--- src/rtl/mod_counter_ctrl.sv ---
// mod_counter_ctrl: programmable-modulus up/down counter with pause, load, tick qualification,
// terminal-count pulse and saturating wrap tally
module mod_counter_ctrl #(
  parameter int WIDTH  = 8,
  parameter int WRAP_W = 8
) (
  input  logic              clk,
  input  logic              reset,
  input  logic              start,
  input  logic              pause,
  input  logic              tick_en,
  input  logic              dir,
  input  logic              load,
  input  logic [WIDTH-1:0]  load_val,
  input  logic [WIDTH-1:0]  modulus,
  output logic [WIDTH-1:0]  count,
  output logic              tc,
  output logic [WRAP_W-1:0] wraps,
  output logic              running
);
  typedef enum logic [1:0] {IDLE, RUN, PAUSED} state_t;
  state_t state_q, state_d;
  logic [WIDTH-1:0] count_q, count_d, top;
  logic [WRAP_W-1:0] wraps_q, wraps_d;
  logic tc_q, tc_d, wrap;
  assign top = (modulus == '0) ? '1 : modulus - WIDTH'(1);
  always_comb begin
    state_d = state_q;
    count_d = count_q;
    wraps_d = wraps_q;
    tc_d    = 1'b0;
    wrap    = 1'b0;
    if (!start) begin
      state_d = IDLE;
      count_d = '0;
      wraps_d = '0;
    end else if (state_q == IDLE) begin
      state_d = pause ? PAUSED : RUN;
    end else if (load) begin
      count_d = (load_val > top) ? top : load_val;
    end else if (pause) begin
      state_d = PAUSED;
    end else begin
      state_d = RUN;
      // leaving PAUSED takes one edge before ticks are honoured again
      if (state_q == RUN && tick_en) begin
        if (!dir) begin
          wrap    = count_q >= top;
          count_d = wrap ? '0 : count_q + WIDTH'(1);
        end else begin
          wrap    = count_q == '0;
          count_d = (wrap || count_q > top) ? top : count_q - WIDTH'(1);
        end
        tc_d    = wrap;
        wraps_d = (wrap && wraps_q != '1) ? wraps_q + WRAP_W'(1) : wraps_q;
      end
    end
  end
  always_ff @(posedge clk or posedge reset) begin
    if (reset) begin
      state_q <= IDLE;
      count_q <= '0;
      wraps_q <= '0;
      tc_q    <= 1'b0;
    end else begin
      state_q <= state_d;
      count_q <= count_d;
      wraps_q <= wraps_d;
      tc_q    <= tc_d;
    end
  end
  assign count   = count_q;
  assign tc      = tc_q;
  assign wraps   = wraps_q;
  assign running = state_q == RUN;
endmodule

--- config.mk ---
export PLATFORM = sky130hd
export DESIGN_NAME = mod_counter_ctrl
export DESIGN_NICKNAME = d
export VERILOG_FILES = /design/src/rtl/mod_counter_ctrl.sv
export SDC_FILE = /design/constraint.sdc
export NUM_CORES = 1
export LEC_CHECK = 0
export CORE_UTILIZATION = 47
export DETAILED_ROUTE_END_ITERATION = 10
export PLACE_DENSITY = 0.76
export SETUP_SLACK_MARGIN = 0.05
export SYNTH_ARGS = -nofsm -noshare
export SYNTH_HDL_FRONTEND = slang
export SYNTH_SLANG_ARGS = --single-unit
--- constraint.sdc ---
create_clock -name clk -period 2.7 [get_ports clk]
set_input_delay 0.675 -clock clk [delete_from_list [all_inputs] [get_ports clk]]
set_output_delay 0.675 -clock clk [all_outputs]
set_load 0.005 [all_outputs]
; Word-level counts from Yosys, hierarchy flattened
; Index checks and enable logic that the tools add are counted.
[word_totals]
register_bits = 19
input_bits = 23
output_inout_bits = 18
word_cells = 60
[op_classes]
n_addsub = 4
magnitude_cmp = 3
eq_ne = 10
n_mux = 31
reduce_logical = 8
[op_table]
columns = operator, n
row1 = $mux 8, 16
row2 = $add 8x1->8 const B, 2
row3 = $gt 8x8->1, 2
row4 = $logic_not 8->1, 2
row5 = $sub 8x1->8 const B, 2
row6 = $mux 1, 11
row7 = $ge 8x8->1, 1
row8 = $mux 2, 4
row9 = $ne 8x8->1 const B, 1
row10 = $ne 2x2->1 const B, 3
row11 = $ne 3x2->1 const B, 2
row12 = $reduce_and 5->1, 1
row13 = $ne 2x1->1 const B, 2
row14 = $ne 3x1->1 const B, 1
row15 = $reduce_and 3->1, 1
row16 = $eq 2x1->1 const B, 1
row17 = $logic_and 1x1->1, 2
row18 = $logic_not 2->1, 1
row19 = $logic_or 1x1->1, 1

; Depth between registers and ports, before layout
; Gate-level depths: netlist (run 1).
[depth]
word_depth = 16
mapped_depth = 15
depth_no_buf = 15

; Worst setup path before layout (run 1)
; Ideal clock, no wire load.
[synth_path]
path_kind = input to register
start = input modulus[2]
end = register count_q[3] (netlist: count[3])
setup_ns = 0.139
arrival_time_ns = 3.924
path_slack_ns = -1.363
cell_stages = 11
n_path_buf = 0
cell_sequence = or4_1 > or4_1 > o21ai_0 > a21oi_1 > ha_1 > a211oi_1 > nor2_1 > o31ai_1 > mux2_2 > o21ai_0 > a22oi_1
[synth_between]
elab_chain_len = 11
[synth_rtl]
columns = element, line
row1 = start: declaration, 15  ; input logic [WIDTH-1:0] modulus,
row2 = $sub 8x1->8 / $logic_not 8->1 (equally long branches), 26  ; assign top = (modulus == '0) ? '1 : modulus - WIDTH'(1);
row3 = $mux 8 *, 26
row4 = $gt 8x8->1, 52  ; count_d = (wrap || count_q > top) ? top : count_q - WIDTH'(1);
row5 = $logic_or 1x1->1, 52
row6 = $mux 8, 52
row7 = $mux 8, 47  ; if (!dir) begin
row8 = $mux 8, 46  ; if (state_q == RUN && tick_en) begin
row9 = $mux 8, 41  ; end else if (pause) begin
row10 = $mux 8 *, 39  ; end else if (load) begin
row11 = $mux 8 *, 37  ; end else if (state_q == IDLE) begin
row12 = $mux 8 *, 33  ; if (!start) begin
row13 = end signal: assignment, 67  ; count_q <= count_d;
row14 = end: declaration, 23  ; logic [WIDTH-1:0] count_q, count_d, top;
; Mark *: on every way between the ends. The rest lies on a longest branch, timed or not. The select of a mux whose other input is x is not followed.
; A chain may end at the register's enable or synchronous reset.

; Worst setup path in the final report (run 1)
[layout_path]
start = input modulus[3]
end = register count_q[0] (netlist: count[0])
; The elaborated chain is that of the path after synthesis.

==> impl_metrics.json, run 1 <==
{
  "dp_cells": 376,
  "clkLatencyLatePin_ns": 0.26,
  "slew_violations": 0,
  "wl_per_cell_um": 20.3,
  "synth_top_area_frac": 0.234,
  "critPathMaxFanout": 3,
  "dp_hpwl_um": 5040,
  "setup_violations": 17,
  "totalPowerFinal_uw": 1250,
  "dieWidth_um": 67.7,
  "avgSynthCellArea_um2": 8.39,
  "holdPathEnd": "wraps[7]",
  "ys_seq_area_frac": 0.234,
  "end_kind": "flop",
  "core_area_um2": 4090,
  "status": "finished, violations left",
  "reg2reg_from": "count[2]",
  "initial_core_util": 0.497,
  "grt_util_met1": 0.461,
  "path_class": "primary input to flop",
  "setup_slack_ns": -0.790,
  "crit_path_start_kind": "primary input",
  "grt_pass1_wl_um": 11000,
  "gp_congestion": 0.992,
  "grt_pass1_vias": 2205,
  "dieHeight_um": 67.7,
  "netlist_instances": 242,
  "cts_tree": "yes",
  "grt_overflow": 0,
  "vdd_ir_drop_max_uv": 398,
  "syn_to_final_growth_pct": 65.5,
  "synth_area_um2": 2030,
  "rsz0062_at_grt": "yes",
  "synth_most_common_cell": "ha_1",
  "yosys.area.top_type": "dfrtp_1",
  "antenna_found_initial": 0,
  "fin_crit_ns": 3.49,
  "final_util": 0.822,
  "final_area_um2": 3360,
  "cts.clk_slew.worst_paths_ns": 0.07,
  "totalWireLength_um": 7970,
  "ys_types": 55,
  "synth_nets": 286,
  "top_usage_layer": "met2",
  "reg2regPathDepth": 7,
  "htree_levels": 1,
  "min_delay_path_depth": 2,
  "arrival_ns": 3.65,
  "grtUsageTotal": 0.334,
  "dr_total_vias": 2417,
  "setup_tns_ns": -11.42,
  "drv_cap": 0,
  "ctsLongestPathBuffers": 2,
  "ys_top_cells_by_area": "dfrtp_1, ha_1, xnor2_1, mux2i_1, nand2_1",
  "synth-seq-cells": 19,
  "design.die.area_um2": 4580,
  "powerDensity_nw_per_um2": 373,
  "cts_buffers": 3,
  "ant_nets": 0,
  "reg2reg_to": "wraps[7]",
  "grt_util_met2": 0.511,
  "grt_max_degree": 20,
  "hold_path.class": "flop to flop",
  "synth_edf_count": 0,
  "rows": 23,
  "async_flop_share": 1.00,
  "drt_first_pass_iters": 5,
  "final_cells": 393,
  "pin_count": 41,
  "postPlaceCellArea_um2": 2960,
  "cts.sinks": 19,
  "drive_above_1_share": 0.397,
  "hold_viol": 0,
  "fin_nets": 388,
  "reg2reg_slack_ns": -0.31,
  "yosysWarnings": 0,
  "cts_hold_buf": 0,
  "ys.flop_type": "dfrtp_1",
  "antennaDiodeCount": 0,
  "max_freq_mhz": 287,
  "drc": 0,
  "skew_ns": 0.00334,
  "leakage_uw": 0.00145,
  "min_from": "wraps[7]",
  "portBuffers": 40,
  "finalCritPeriodShare": 1.29,
  "timing.slew.headroom": 0.490,
  "drt-initial-drc-count": 243,
  "use_met3": 0.0726,
  "root_buffer": "clkbuf_8",
  "violations": "setup timing",
  "worst_pin_slew_ns": 0.764,
  "vias_per_cell": 6.15,
  "critPathRequiredTime_ns": 2.86,
  "synth_commonest_cells": "ha_1, dfrtp_1, nand2_1"
}
==> state kept, by name, indices dropped and copies added (netlist names) <==
name	cells
count	8
state_q	2
tc	1
wraps	8
==> power breakdown <==
part | leakage, uW | internal, uW | total (uW) | switching, uW
Clock | 0.0000228 | 105 | 208 | 103
Sequential | 0.000260 | 297 | 307 | 10.1
Combinational | 0.00116 | 376 | 738 | 362
Total | 0.00145 | 779 | 1250 | 475
==> layout by cell type, fill, tap and decap left out, drive strengths merged, types with 7 or more instances in the layout <==
| cell type | instances |
|---|---|
| inv | 17 |
| nand3 | 12 |
| xnor2 | 12 |
| clkdlybuf4s50 | 34 |
| dfrtp | 19 |
| nor3 | 10 |
| ha | 21 |
| buf | 69 |
| nor2 | 14 |
| nand2 | 18 |
| a21oi | 13 |
| xor2 | 7 |
| mux2i | 8 |
| o21ai | 11 |
==> how the worst max path moves through the flow <==
stage	slack, ns	start	endpoint
detailed placement	-1.43	modulus[2]	count[3]
global route	-0.85	modulus[3]	count[0]
finish	-0.79	modulus[3]	count[0]
floorplan	-0.78	modulus[2]	count[3]
CTS	-0.75	modulus[4]	count[4]
global placement	-1.42	modulus[2]	count[0]
==> cell families after synthesis <==
family / Yosys count / share of synthesized area
AO/OA/AOI/OAI: 58 / 0.194
AND/OR/NAND/NOR: 88 / 0.255
multiplexers: 10 / 0.0506
XOR/XNOR: 19 / 0.0820
buffers and inverters: 27 / 0.0555
flip-flops: 19 / 0.234
adder cells (fa/ha/maj): 21 / 0.129
==> per-layer routing <==
metal  vias up  share of wire
met5         -              0
met4         0          0.037
met3        32          0.091
met2       137           0.46
met1      1153           0.41
li1       1095              -
==> critical path: stages <==
cell	delay (ns)
buf_2	0.11
or4_4	0.54
or4_4	0.50
nand2_4	0.12
inv_4	0.05
ha_4	0.25
a21oi_2	0.25
a211o_1	0.29
and2_1	0.19
nand2_1	0.09
a311o_1	0.38
a22o_1	0.21
==> area by class of cell <==
cell class	instances	area, um2
clock buffers	4	45.0
well taps	50	62.6
flip-flops and latches	19	475
repair buffers	106	935
fillers	235	727
inverters	18	72.6
multi-input cells	196	1770
==> stage by stage <==
stage,hold slack [ns],setup WS (ns)
6_report,0.573,-0.790
5_1_grt,0.604,-0.846
4_1_cts,0.572,-0.753
3_5_place_dp,0.561,-1.43
3_3_place_gp,0.547,-1.42
2_1_floorplan,0.539,-0.780
==> timing repair <==
action                                  4_1_cts  5_1_grt
setup buffers                                 6        7
pin swaps                                    22       34
gates cloned                                  1        0
endpoints found under the setup margin       17       17
resized for setup                            47       29
Note: power is estimated with default switching activity, not from simulation.
==> run 2: changes to the inputs <==
Settings changed: CORE_UTILIZATION 47 to 56, PLACE_DENSITY 0.76 to 0.85.
Clock period 2.7 ns to 4.2 ns, I/O delays scaled along.
==> run 2 against run 1 <==
Compared with the run above: the run now ends clean; largest cell class unchanged; global-route usage fell by 2.1 points; cell count fell by 9.4%; core utilization fell by 0.42 points; critical path type unchanged.
==> impl_metrics.json, run 2 (synthesis results as in run 1) <==
{
  "timing.slew.headroom": 0.493,
  "most-common-layout-cells": "clkdlybuf4s50_1, buf_4, ha_1, dfrtp_1, nand2_1",
  "dieHeight_um": 62.2,
  "rows": 21,
  "drv_cap": 0,
  "cts.clk_slew.worst_paths_ns": 0.12,
  "power_frac_comb": 0.509,
  "arrival_ns": 4.16,
  "cts_buffers": 3,
  "cts_hold_buf": 0,
  "p_int_uw": 395,
  "grt_pass1_vias": 2061,
  "pwr-share-seq": 0.332,
  "ant_nets": 0,
  "pin_count": 41,
  "critPathMaxFanout": 3,
  "timing.hold.ws_ns": 0.576,
  "dp_hpwl_um": 4510,
  "setup_violations": 0,
  "root_buffer": "clkbuf_4",
  "worst_pin_slew_ns": 0.759,
  "vdd_ir_drop_max_uv": 189,
  "totalWireLength_um": 5890,
  "use_met3": 0.0478,
  "path_class": "primary input to flop",
  "status": "completed",
  "portBuffers": 40,
  "reg2reg_slack_ns": 1.05,
  "end_kind": "flop",
  "hold_viol": 0,
  "dr_total_vias": 2164,
  "grt_overflow": 0,
  "cts_tree": "yes",
  "skew_ns": 0.00295,
  "core_area_um2": 3420,
  "fin_crit_ns": 3.94,
  "switching_share": 0.380,
  "drt_first_pass_iters": 5,
  "final_cells": 356,
  "drive_above_1_share": 0.197,
  "htree_levels": 1,
  "wl_per_cell_um": 16.5,
  "ctsLongestPathBuffers": 2,
  "top_usage_layer": "met2",
  "grt_util_met2": 0.482,
  "clkLatencyLatePin_ns": 0.31,
  "gp_congestion": 0.967,
  "design.die.area_um2": 3870,
  "switchingPower_uw": 242,
  "initial_core_util": 0.594,
  "grt_pass1_wl_um": 9700,
  "cts.sinks": 19,
  "powerDensity_nw_per_um2": 228,
  "dieWidth_um": 62.2,
  "crit_path_start_kind": "primary input",
  "drc": 0,
  "final_common_cell": "clkdlybuf4s50_1",
  "dp_cells": 348,
  "fin_nets": 355,
  "max_freq_mhz": 254,
  "grt_util_met1": 0.446,
  "slew_violations": 0,
  "vias_per_cell": 6.08,
  "clockPowerShare": 0.159,
  "nFillCells": 232,
  "rsz0062_at_grt": "no",
  "leakage_uw": 0.00127,
  "grt_max_degree": 20,
  "antenna_found_initial": 0,
  "grtUsageTotal": 0.313,
  "critPathRequiredTime_ns": 4.42,
  "antennaDiodeCount": 0,
  "syn_to_final_growth_pct": 37.7,
  "hold_path.class": "flop to flop",
  "finalCritPeriodShare": 0.939,
  "drt-initial-drc-count": 234
}
==> run 2: cell count changes in the layout (fill, tap and decap cells not counted), moves of 4 or more <==
cell / change
ha_1: +6
buf_6: -7
o21ai_0: +5
buf_4: -25
a21oi_1: +6
ha_4: -6
dlymetal6s2s_1: +4
a21oi_2: -5
inv_1: +5
==> run 2: worst paths after layout <==
check,end,startpoint,cells after the start
setup reg to reg,wraps[7],count[2],7
min in group asynchronous,wraps[0],reset,2
setup / recovery,count[6],modulus[3],13
hold / removal,wraps[6],wraps[6],3
hold reg to reg,wraps[6],wraps[6],3
max in group asynchronous,state_q[1],reset,2
==> run 2: what timing repair did <==
action / in CTS / in global routing
pin swaps: 4 / 6
setup endpoints to repair: 10 / 16
resized for setup: 4 / 12
setup buffers: 2 / 2
==> run 2: layout make-up <==
class,instances,area (um2),share of cell area
inverter,18,67.6,0.0242
clock buffer,3,22.5,0.00806
sequential,19,475,0.170
tap,46,57.6,0.0206
clock inverter,1,7.51,0.00269
multi-input combinational,196,1510,0.539
timing repair buffer,73,658,0.236
==> run 2: layer usage <==
layer / vias up / wire (um)
met4: 0 / 105
met5: - / 0
met1: 1004 / 2730
li1: 1026 / -
met3: 12 / 474
met2: 122 / 2580
==> run 2: metrics by stage <==
stage	utilization	total power [uW]	setup TNS [ns]	area (um2)	setup slack [ns]
4_1_cts	0.797	622	0	2720	0.0554
3_5_place_dp	0.782	520	-4.37	2670	-0.357
2_1_floorplan	-	396	0	2040	0.0613
3_3_place_gp	0.782	514	-3.36	2670	-0.289
5_1_grt	0.818	674	0	2790	0.0353
6_report	0.818	637	0	2790	0.257
==> run 2: critical path, cell delays in order <==
cell,delay (ns)
dlymetal6s2s_1,0.13
or4_4,0.55
or4_4,0.57
nand2_1,0.10
inv_1,0.07
ha_1,0.30
and4_1,0.22
inv_1,0.10
a31oi_2,0.10
or3_1,0.41
o22ai_1,0.16
o21ba_2,0.19
o31ai_1,0.20
==> run 2: power by group through the flow <==
stage	combinational, uW	clock [uW]	sequential, uW
after floorplan	192	0	204
after global placement	301	0	213
after detailed placement	306	0	214
after CTS	310	102	210
after global routing	352	108	213
final	325	101	211
==> edit, RTL diff (settings of run 1) <==
Put a register stage on the output `running`, cleared by the reset. The value now appears one clock later. The other outputs are not delayed to match.
--- a/src/rtl/mod_counter_ctrl.sv
+++ b/src/rtl/mod_counter_ctrl.sv
@@ -74,3 +74,9 @@
   assign wraps   = wraps_q;
-  assign running = state_q == RUN;
+  always_ff @(posedge clk or posedge reset) begin
+    if (reset) begin
+      running <= '0;
+    end else begin
+      running <= state_q == RUN;
+    end
+  end
 endmodule
Function: changed (a bounded check fails within 4 cycles, from zero or initial values and one cycle with reset high).
==> edit against run 1 <==
The flow still finishes with violations (negative setup slack). Register-to-register slack better by 0.41 ns. First-iteration DRC count is 48% higher. Hold slack better by 0.0071 ns. Area after synthesis is 8.1% higher. Design area is 13% higher. Routed wire length is 29% higher. Fmax is 10% higher. Power is 17% higher. Die area is 7.9% higher. Worst setup slack better by 0.32 ns. Sequential cell count is 1 higher. Utilization is 4.0 points higher.
==> edit: results (changes against run 1) <==
worst slack at placement -1.10 ns (was -1.43 ns); Worst-Margin Slew 0.842 ns (was 0.764 ns); routed via count 3020 (was 2417); synth unique cells 65 (was 55); top area cells in the synthesized netlist dfrtp_1 23%, ha_1 12%, xor2_1 3.6% (was dfrtp_1 23%, ha_1 13%, xnor2_1 5.2%); post-route total power 1.47 mW (was 1.25 mW); Leak 1.54 nW (was 1.45 nW); Compound-Gate Fraction of Synth Area 26.9% (was 19.4%); clock skew 0.00172 ns (was 0.00334 ns); Avg Cell Area, Syn 8.47 µm² (was 8.39 µm²); setup total negative slack -4.97 ns (was -11.42 ns); DP HPWL 5.38 mm (was 5.04 mm); violated checks negative setup slack (unchanged); overall routing resource usage 37.3% (was 33.4%); slowest CP cell nor4_4 (was or4_4); Data arrival, critical path 3.34 ns (was 3.65 ns); worst setup path startpoint modulus[0] (was modulus[3]); post-synthesis adder-cell area fraction 12.0% (was 12.9%); status finished, violations left (unchanged); global-route wire length before repair 14.4 mm (was 11.0 mm); CP max FO 5 (was 3); WL/cell 23.6 µm (was 20.3 µm); Post-Synth XOR/XNOR Area 6.78% (was 8.20%); Max clock buf depth 2 (unchanged); # fillers 193 (was 235); Critical Path Max Stage Delay 0.43 ns (was 0.54 ns); utilization after layout 86.3% (was 82.2%); Int Power 865 µW (was 779 µW); GP Congestion 0.970 (was 0.992); PnR worst setup slack -0.469 ns (was -0.790 ns); register share of total power 23.0% (was 24.5%); nets@finish 429 (was 388); sequential cell area fraction in the yosys report 22.8% (was 23.4%); vias in the first global route 2880 (was 2205); layout cells sized above 1 44.8% (was 39.7%); Mapped Nets 303 (was 286); number of setup violations in the final report 16 (was 17); Iteration-0 DRC Markers 360 (was 243); DP Area 3090 µm² (was 2960 µm²); Synth top cells by count 21 x ha_1, 20 x dfrtp_1, 20 x nand2_1, 16 x inv_1, 15 x a21oi_1 (was 21 x ha_1, 19 x dfrtp_1, 18 x nand2_1, 17 x inv_1, 14 x nor2_1); Post-Layout Cell Count 436 (was 393); mux cell area share after synthesis 0.456% (was 5.06%); Syn. warnings 0 (unchanged); dpl cells 398 (was 376); Max IR drop VDD 0.260 mV (was 0.398 mV)
[edit: path summary, 6_finish.rpt]
| path | endpoint | slack, ns | cells after the start |
|---|---|---|---|
| setup / recovery | count[2] | -0.47 | 14 |
| hold / removal | running | 0.58 | 1 |
| setup reg to reg | count[2] | 0.10 | 8 |
| hold reg to reg | running | 0.58 | 1 |
| max in group asynchronous | count[6] | 1.31 | 2 |
| min in group asynchronous | count[3] | 0.87 | 2 |
[edit: layout make-up]
type,count,area share [%]
Multi-Input combinational cell,213,52.8
Timing Repair Buffer,131,29.1
Sequential cell,20,13.1
Inverter,16,1.71
Tap cell,52,1.71
Clock buffer,4,1.45
[edit: per-layer routing]
metal	routed length, µm	share of wire [%]	global-route usage (%)
met1	3530	34	43.8
met2	4890	47	62.0
met3	1030	10	6.64
met4	849	8.2	24.2
met5	0	0	0
[edit: repair_timing]
action	in CTS	in global routing
gates cloned	1	0
pin swaps	29	23
endpoints found under the setup margin	17	17
resized for setup	86	32
setup buffers	25	8
